$ cat config.mk
export PLATFORM = sky130hd
export DESIGN_NAME = adsr_envelope_gen
export DESIGN_NICKNAME = d
export VERILOG_FILES = /design/src/rtl/adsr_envelope_gen.sv
export SDC_FILE = /design/constraint.sdc
export NUM_CORES = 1
export LEC_CHECK = 0
export ABC_AREA = 1
export CORE_ASPECT_RATIO = 1.75
export CORE_MARGIN = 2
export CORE_UTILIZATION = 50
export CTS_CLUSTER_DIAMETER = 40
export DETAILED_ROUTE_END_ITERATION = 10
export HOLD_SLACK_MARGIN = 0.12
export PLACE_DENSITY_LB_ADDON = 0.05
export SLEW_MARGIN = 30
export SYNTH_ARGS = -nofsm -noshare
export SYNTH_HDL_FRONTEND = slang
export SYNTH_SLANG_ARGS = --single-unit
$ cat constraint.sdc
create_clock -name clk -period 3.8 [get_ports clk]
set_input_delay 0.38 -clock clk [delete_from_list [all_inputs] [get_ports clk]]
set_output_delay 0.38 -clock clk [all_outputs]
set_load 0.005 [all_outputs]
$ cat src/rtl/adsr_envelope_gen.sv
`default_nettype none
// ============================================================================
// Module      : adsr_envelope_gen
// Description : Multi-mode ADSR envelope generator with prescaled rate
//               counter, legato retrigger, AD-loop mode, explicit retrigger
//               strobe and a one-cycle release-done pulse. All outputs are
//               registered.
// Revision    : 1.0 - initial release
// ============================================================================
module adsr_envelope_gen #(
   parameter int ENV_W      = 12,
   parameter int RATE_W     = 8,
   parameter int PRESCALE_W = 8
) (
   input  logic              clk,
   input  logic              rst_n,
   input  logic              gate,
   input  logic              retrig,
   input  logic              legato,
   input  logic              loop_en,
   input  logic [RATE_W-1:0] attack_rate,
   input  logic [RATE_W-1:0] decay_rate,
   input  logic [ENV_W-1:0]  sustain_level,
   input  logic [RATE_W-1:0] release_rate,
   output logic [ENV_W-1:0]  envelope_out,
   output logic [2:0]        state_out,
   output logic              active,
   output logic              release_done
);

   localparam int CNT_W = RATE_W + PRESCALE_W;

   localparam logic [ENV_W-1:0] c_ENV_MAX = '1;
   localparam logic [ENV_W-1:0] c_ENV_ONE = {{(ENV_W-1){1'b0}}, 1'b1};
   localparam logic [ENV_W:0]   c_EXT_ONE = {{ENV_W{1'b0}}, 1'b1};
   localparam logic [CNT_W-1:0] c_CNT_ONE = {{(CNT_W-1){1'b0}}, 1'b1};

   typedef enum logic [2:0] {
      S_IDLE    = 3'd0,
      S_ATTACK  = 3'd1,
      S_DECAY   = 3'd2,
      S_SUSTAIN = 3'd3,
      S_RELEASE = 3'd4
   } state_t;

   state_t             r_state;
   state_t             w_state_nx;
   logic [ENV_W-1:0]   r_env;
   logic [ENV_W-1:0]   w_env_nx;
   logic [CNT_W-1:0]   r_cnt;
   logic [CNT_W-1:0]   w_load;
   logic               r_gate_prev;
   logic               r_active;
   logic               r_release_done;
   logic               w_done_nx;
   logic               w_restart;
   logic               w_reload;
   logic               w_tick;
   logic               w_rise;
   logic               w_restart_req;
   logic [RATE_W-1:0]  w_rate;
   logic [RATE_W-1:0]  w_nx_rate;
   logic [ENV_W:0]     w_env_x;
   logic [ENV_W:0]     w_sus_p1;

   // Only the timed states have a rate; IDLE and SUSTAIN run at rate 0.
   function automatic logic [RATE_W-1:0] rate_sel(input state_t s);
      case (s)
         S_ATTACK:  rate_sel = attack_rate;
         S_DECAY:   rate_sel = decay_rate;
         S_RELEASE: rate_sel = release_rate;
         default:   rate_sel = '0;
      endcase
   endfunction

   assign w_rise        = gate & ~r_gate_prev;
   assign w_restart_req = retrig | w_rise;
   assign w_rate        = rate_sel(r_state);
   assign w_nx_rate     = rate_sel(w_state_nx);
   // A rate of 0 means "instant", so it ticks regardless of the counter.
   assign w_tick        = (w_rate == '0) || (r_cnt == '0);
   // Rate 0 loads 0 rather than wrapping, so a later non-zero rate ticks at once.
   assign w_load        = (w_nx_rate == '0) ? '0
                          : ({w_nx_rate, {PRESCALE_W{1'b0}}} - c_CNT_ONE);
   assign w_reload      = (w_state_nx != r_state) || w_restart || w_tick;
   assign w_env_x       = {1'b0, r_env};
   assign w_sus_p1      = {1'b0, sustain_level} + c_EXT_ONE;

   // Next-state / next-envelope decision: gate low > restart > tick.
   always_comb begin
      w_state_nx = r_state;
      w_env_nx   = r_env;
      w_done_nx  = 1'b0;
      w_restart  = 1'b0;
      case (r_state)
         S_IDLE: begin
            w_env_nx = '0;
            if (gate) w_state_nx = S_ATTACK;
         end
         S_ATTACK: begin
            if (!gate) begin
               w_state_nx = S_RELEASE;
            end else if (w_restart_req) begin
               w_restart = 1'b1;
               w_env_nx  = legato ? r_env : '0;
            end else if (w_tick) begin
               // Saturate at full scale and hand over to decay in one update.
               if ((w_rate == '0) || (r_env >= c_ENV_MAX - c_ENV_ONE)) begin
                  w_env_nx   = c_ENV_MAX;
                  w_state_nx = S_DECAY;
               end else begin
                  w_env_nx = r_env + c_ENV_ONE;
               end
            end
         end
         S_DECAY: begin
            if (!gate) begin
               w_state_nx = S_RELEASE;
            end else if (w_restart_req) begin
               w_restart  = 1'b1;
               w_state_nx = S_ATTACK;
               w_env_nx   = legato ? r_env : '0;
            end else if (w_tick) begin
               if ((w_rate != '0) && (w_env_x > w_sus_p1)) begin
                  w_env_nx = r_env - c_ENV_ONE;
               end else if (loop_en) begin
                  // Looping: next attack starts from sustain (legato) or 0.
                  w_state_nx = S_ATTACK;
                  w_env_nx   = legato ? sustain_level : '0;
               end else begin
                  w_state_nx = S_SUSTAIN;
                  w_env_nx   = sustain_level;
               end
            end
         end
         S_SUSTAIN: begin
            if (!gate) begin
               w_state_nx = S_RELEASE;
            end else if (w_restart_req) begin
               w_restart  = 1'b1;
               w_state_nx = S_ATTACK;
               w_env_nx   = legato ? r_env : '0;
            end else begin
               w_env_nx = sustain_level;
            end
         end
         S_RELEASE: begin
            if (w_rise || (retrig && gate)) begin
               w_restart  = 1'b1;
               w_state_nx = S_ATTACK;
               w_env_nx   = legato ? r_env : '0;
            end else if (w_tick) begin
               if ((w_rate == '0) || (r_env <= c_ENV_ONE)) begin
                  w_env_nx   = '0;
                  w_state_nx = S_IDLE;
                  w_done_nx  = 1'b1;
               end else begin
                  w_env_nx = r_env - c_ENV_ONE;
               end
            end
         end
         default: begin
            // Unreachable encodings recover to a silent idle.
            w_state_nx = S_IDLE;
            w_env_nx   = '0;
         end
      endcase
   end

   // Envelope FSM, rate counter and registered outputs.
   always_ff @(posedge clk or negedge rst_n) begin
      if (!rst_n) begin
         r_state        <= S_IDLE;
         r_env          <= '0;
         r_cnt          <= '0;
         r_gate_prev    <= 1'b0;
         r_active       <= 1'b0;
         r_release_done <= 1'b0;
      end else begin
         r_state        <= w_state_nx;
         r_env          <= w_env_nx;
         r_cnt          <= w_reload ? w_load : (r_cnt - c_CNT_ONE);
         r_gate_prev    <= gate;
         r_active       <= (w_state_nx != S_IDLE);
         r_release_done <= w_done_nx;
      end
   end

   assign envelope_out = r_env;
   assign state_out    = r_state;
   assign active       = r_active;
   assign release_done = r_release_done;

endmodule
`default_nettype wire

# Yosys cells after proc, flatten, opt, wreduce, memory -nomap -nowiden
# Index checks and enable logic that the tools add are counted.
[totals] output_inout_bits=17 in_bits=42 elab_cells=92 register_bits=34
[classes] order_cmp=3 n_reduce_logical=16 n_eq_ne=14 add_sub_neg=5 muxes=45 bitwise=3
[op_table] operator="12-bit 2-to-1 mux" n=16
[op_table] operator="12-bit case mux with 4 select lines" n=1
[op_table] operator="8-bit case mux with 3 select lines" n=2
[op_table] operator="3-bit 2-to-1 mux" n=14
[op_table] operator="16-bit 2-to-1 mux" n=2
[op_table] operator="16-bit by 1-bit subtractor with 16-bit output, second input constant" n=2
[op_table] operator="16-bit zero test" n=1
[op_table] operator="8-bit zero test" n=2
[op_table] operator="3-bit case mux with 5 select lines" n=1
[op_table] operator="12-bit by 1-bit adder with 13-bit output, second input constant" n=1
[op_table] operator="12-bit by 13-bit > comparator with 1-bit output" n=1
[op_table] operator="12-bit by 1-bit adder with 12-bit output, second input constant" n=1
[op_table] operator="12-bit greater-or-equal comparator, second input constant" n=1
[op_table] operator="12-bit by 1-bit less-or-equal comparator with 1-bit output, second input constant" n=1
[op_table] operator="12-bit by 1-bit subtractor with 12-bit output, second input constant" n=1
[op_table] operator="3-bit by 2-bit equality test with 1-bit output, second input constant" n=3
[op_table] operator="3-bit != test, second input constant" n=3
[op_table] operator="8-bit nonzero test" n=1
[op_table] operator="1-bit 2-to-1 mux" n=7
[op_table] operator="3-bit by 1-bit equality test with 1-bit output, second input constant" n=2
[op_table] operator="3-bit equality test, second input constant" n=2
[op_table] operator="1-bit logical OR" n=6
[op_table] operator="2-bit != test, second input constant" n=3
[op_table] operator="6-bit AND reduction" n=1
[op_table] operator="10 further kinds" n=11

# Logic depth before layout (Yosys ltp)
[depth] ltp_word=14 depth_mapped=29 ltp_nobuf=29

# Least setup slack after synthesis
# Ideal clock, no wire load.
[synth_path] path_kind="in2reg" startpoint="input port sustain_level[3]" endpoint="register r_cnt[10]" path_slack_ns=0.121 path_buffers=1 t_arrival_ns=3.603 setup_ns=0.076 stages=24 required_ns=3.724 path_cell_list="inv_1 > nor4_1 > nand2_1 > nor3_1 > xor2_1 > ha_1 > nand2_1 > nor2_1 > nand2_1 > nor2_1 > nand3_1 > nand3_4 > nand3_1 > nand2_1 > nand2_1 > a21oi_2 > nand2_1 > o211ai_2 > inv_1 > ha_1 > nand3_1 > o21ai_2 > buf_6 > o21ai_1"
[synth_via] elab_chain_len=13 elab_cells_between_ends=19 cone_classes="2 x add/sub; 1 x order compare; 4 x eq/ne; 8 x mux; 4 x reduce/logical"
[synth_rtl] item="start: declaration" line_no="23" rtl="input logic [ENV_W-1:0] sustain_level,"
[synth_rtl] item="12-bit by 1-bit adder with 13-bit output *" line_no="87" rtl="assign w_sus_p1 = {1'b0, sustain_level} + c_EXT_ONE;"
[synth_rtl] item="12-bit by 13-bit > comparator with 1-bit output *" line_no="124" rtl="if ((w_rate != '0) && (w_env_x > w_sus_p1)) begin"
[synth_rtl] item="1-bit logical AND *" line_no="124"
[synth_rtl] item="3-bit 2-to-1 mux *" line_no="124"
[synth_rtl] item="3-bit 2-to-1 mux *" line_no="123" rtl="end else if (w_tick) begin"
[synth_rtl] item="3-bit 2-to-1 mux *" line_no="119" rtl="end else if (w_restart_req) begin"
[synth_rtl] item="3-bit 2-to-1 mux *" line_no="117" rtl="if (!gate) begin"
[synth_rtl] item="3-bit case mux with 5 select lines *" line_no="95" rtl="case (r_state)"
[synth_rtl] item="3-bit equality test (tied with other cells)" line_no="68" rtl="case (s)"
[synth_rtl] item="8-bit case mux with 3 select lines" line_no="68"
[synth_rtl] item="16-bit by 1-bit subtractor with 16-bit output / 8-bit zero test (equally long branches)" line_no="84, 83"
[synth_rtl] item="16-bit 2-to-1 mux" line_no="83" rtl="assign w_load = (w_nx_rate == '0) ? '0"
[synth_rtl] item="16-bit 2-to-1 mux *" line_no="182" rtl="r_cnt <= w_reload ? w_load : (r_cnt - c_CNT_ONE);"
[synth_rtl] item="end signal: assignment" line_no="182"
[synth_rtl] item="end: declaration" line_no="50" rtl="logic [CNT_W-1:0] r_cnt;"
# Mark *: on every way between the ends. The rest lies on a longest branch, timed or not.
# A chain may end at the register's enable or synchronous reset.

# Final worst setup path
[layout_path] startpoint="input port sustain_level[1]" endpoint="register r_cnt[13]"
# Same word-level chain as after synthesis.

==> impl_metrics.env <==
export IMPL_dp_hpwl_um=10300
export IMPL_cts_htree_levels=2
export IMPL_synth_area_um2=4024
export IMPL_globalRouteTotalUtil_pct=31.51
export IMPL_nNetsFinal=795
export IMPL_synth_simple_area_share_pct=34.64
export IMPL_grt_overflow=0
export IMPL_cts_tree="done"
export IMPL_hold_path_class="reg -> reg"
export IMPL_synth_top_family_by_area="simple AND/OR/NAND/NOR gates"
export IMPL_place_area_um2=5039
export IMPL_firstDrtPassIters=5
export IMPL_routed_wirelength_um=13970
export IMPL_synth_top_cell_area_share_pct=21.14
export IMPL_layout_common_cells="nand2_1, o21ai_0, inv_1"
export IMPL_synth_xor_area_share_pct=7.836
export IMPL_drive_gt1_share_pct=23.33
export IMPL_diodes=0
export IMPL_worstSetupPathType="in -> reg"
export IMPL_pre_cts_ws_ns=-0.7018
export IMPL_gp_congestion=0.9610
export IMPL_ys_seq_area_share_pct=21.14
export IMPL_wire_per_inst_um=16.97
export IMPL_grt_antenna_before_repair=0
export IMPL_clk_latency_ns=0.29
export IMPL_startpoint_type="input port"
export IMPL_synth_mux_area_share_pct=0
export IMPL_grt_pass1_vias=4946
export IMPL_root_buffer="clkbuf_16"
export IMPL_p_total_w=0.004539
export IMPL_power_leakage_nw=2.641
export IMPL_postLayoutCellArea_um2=5638
export IMPL_rsz0062_at_grt="true"
export IMPL_fillers=665
export IMPL_relSlewSlack_pct=57.01
export IMPL_syn_area_per_cell_um2=6.469
export IMPL_end_kind="register"
export IMPL_vias_per_cell=5.793
export IMPL_tightestPinTransition_ns=0.6389
export IMPL_die_height_um=122.7
export IMPL_drv_slew=0
export IMPL_crit_arrival_ns=3.84
export IMPL_drtIter0Drc=268
export IMPL_fmax_mhz=272.6
export IMPL_cts_num_sinks=34
export IMPL_whs_ns=0.4678
export IMPL_yosysUniqueCellTypes=47
export IMPL_grt_max_degree=35
export IMPL_dieArea_um2=8810
export IMPL_cts_buffers=5
export IMPL_fin_ws_ns=0.1319
export IMPL_final_common_cell="nand2_1"
export IMPL_clockBufferDepth=2
export IMPL_skew_ns=0.002790
export IMPL_worst_path_max_delay_cell="ha_1"
export IMPL_crit_top_cell="nand2_1"
export IMPL_dieWidth_um=71.82
export IMPL_port_buffers=58
export IMPL_syn_nets=684
export IMPL_maxCapViolCount=0
export IMPL_cp_max_fo=4
export IMPL_ys_ff_latch=34
export IMPL_ctsHoldBuffers=0
export IMPL_period_needed_ns=3.668
export IMPL_synth_compound_area_share_pct=20.74
export IMPL_synth_area_leaders="dfrtp_1, nand2_1, o21ai_0"
export IMPL_num_rows=43
export IMPL_start_util_pct=51.23
export IMPL_vias=4768
export IMPL_antenna_left=0
export IMPL_ioPinCount=59
export IMPL_status="completed"
export IMPL_core_um2=7855
export IMPL_route_detailed_drc=0
export IMPL_yosysTopAreaCell="dfrtp_1"
export IMPL_yosysWarnings=0
export IMPL_syn2layout_area_growth_pct=40.11
export IMPL_min_period_over_period_pct=96.53
export IMPL_utilization_pct=71.77
export IMPL_clk_pin_slew_ns=0.05
export IMPL_grt_pass1_wl_um=21640
export IMPL_syn_inst=622
export IMPL_setup_viol=0
export IMPL_power_density_nw_per_um2=805.1
export IMPL_cp_required_ns=3.97
export IMPL_vdd_drop_max_uv=591.8
export IMPL_hold_viol_final=0
export IMPL_synth_adder_area_share_pct=6.219
export IMPL_max_stage_delay_ns=0.31
==> report_power, final <==
group / switching [W] / total [W] / internal, W
logic: 0.00197 / 0.00340 / 0.00143
registers: 0.000226 / 0.000748 / 0.000522
clock network: 0.000157 / 0.000393 / 0.000237
==> metrics by stage <==
stage | instances | TNS [ns]
6_report | 823 | 0
3_3_place_gp | 800 | -8.858
4_1_cts | 822 | 0
2_1_floorplan | 622 | 0
3_5_place_dp | 800 | -12.17
5_1_grt | 823 | -0.5267
==> cell usage after synthesis (all sizes together) <==
| library cell | number |
|---|---|
| a31oi | 2 |
| nand4 | 9 |
| nor2 | 67 |
| buf | 5 |
| ha | 20 |
| xnor2 | 8 |
| clkbuf | 17 |
| nand3b | 1 |
| nor4 | 5 |
| a32o | 12 |
| o211ai | 4 |
| xor2 | 28 |
| or2 | 2 |
| a21boi | 1 |
| o41ai | 1 |
| o21a | 3 |
| nand2 | 144 |
| dfrtp | 34 |
| o2111ai | 1 |
| nor3 | 12 |
| nand3 | 61 |
| inv | 75 |
| clkinv | 1 |
| o311ai | 1 |
| a41o | 1 |
| o22ai | 14 |
| o21ai | 83 |
| a21oi | 10 |
==> logic make-up after synthesis <==
kind of cell             after synthesis
AO/OA/AOI/OAI                        133
buffers and inverters                 98
flip-flops                            34
XOR/XNOR                              36
AND/OR/NAND/NOR                      301
adder cells (fa/ha/maj)               20
==> routing by layer <==
metal  vias to the layer above  wire length, um  track usage [%]
met2                       157             7805            61.40
met1                      2237             4852            28.78
li1                       2317                -                -
met3                        57              421            2.627
met4                         0              889            24.41
met5                         -                0                0
==> path summary, 6_finish.rpt <==
| path | from | slack, ns | to | cells past startpoint |
|---|---|---|---|---|
| min in group asynchronous | rst_n | 0.51 | state_out[2]$_DFF_PN0_ | 2 |
| hold reg to reg | r_cnt[0]$_DFF_PN0_ | 0.47 | r_cnt[0]$_DFF_PN0_ | 1 |
| max in group asynchronous | rst_n | 2.94 | r_cnt[6]$_DFF_PN0_ | 2 |
| setup reg to reg | envelope_out[10]$_DFFE_PN0P_ | 0.61 | r_cnt[13]$_DFF_PN0_ | 25 |
| hold / removal | r_cnt[0]$_DFF_PN0_ | 0.47 | r_cnt[0]$_DFF_PN0_ | 1 |
| setup / recovery | sustain_level[1] | 0.13 | r_cnt[13]$_DFF_PN0_ | 32 |
==> flip-flops by register name (all words and copies together), names as in the netlist <==
signal        flops
r_cnt            16
envelope_out     12
state_out         3
active            1
r_gate_prev       1
release_done      1
==> timing repair <==
item / in CTS / in global routing
cloned: 1 / 0
endpoints found under the setup margin: 16 / 16
buffers inserted: 14 / 1
resized for setup: 42 / 57
pin swaps: 5 / 26
==> worst max-delay path: cells and delay by family <==
family	cells	cell delay (ns)
AND/OR/NAND/NOR	21	2.02
XOR/XNOR	1	0.09
adder cells (fa/ha/maj)	1	0.31
buffers and inverters	8	0.78
AO/OA/AOI/OAI	1	0.22
==> cell type report <==
class	count	area [um^2]	area share [%]
Clock inverter	2	10.01	0.1775
Clock buffer	5	125.1	2.219
Timing Repair Buffer	126	1161	20.59
Tap cell	90	112.6	1.997
Multi-Input combinational cell	490	3090	54.82
Sequential cell	34	850.8	15.09
Inverter	76	287.8	5.104
Note: power is estimated with default switching activity, not from simulation.
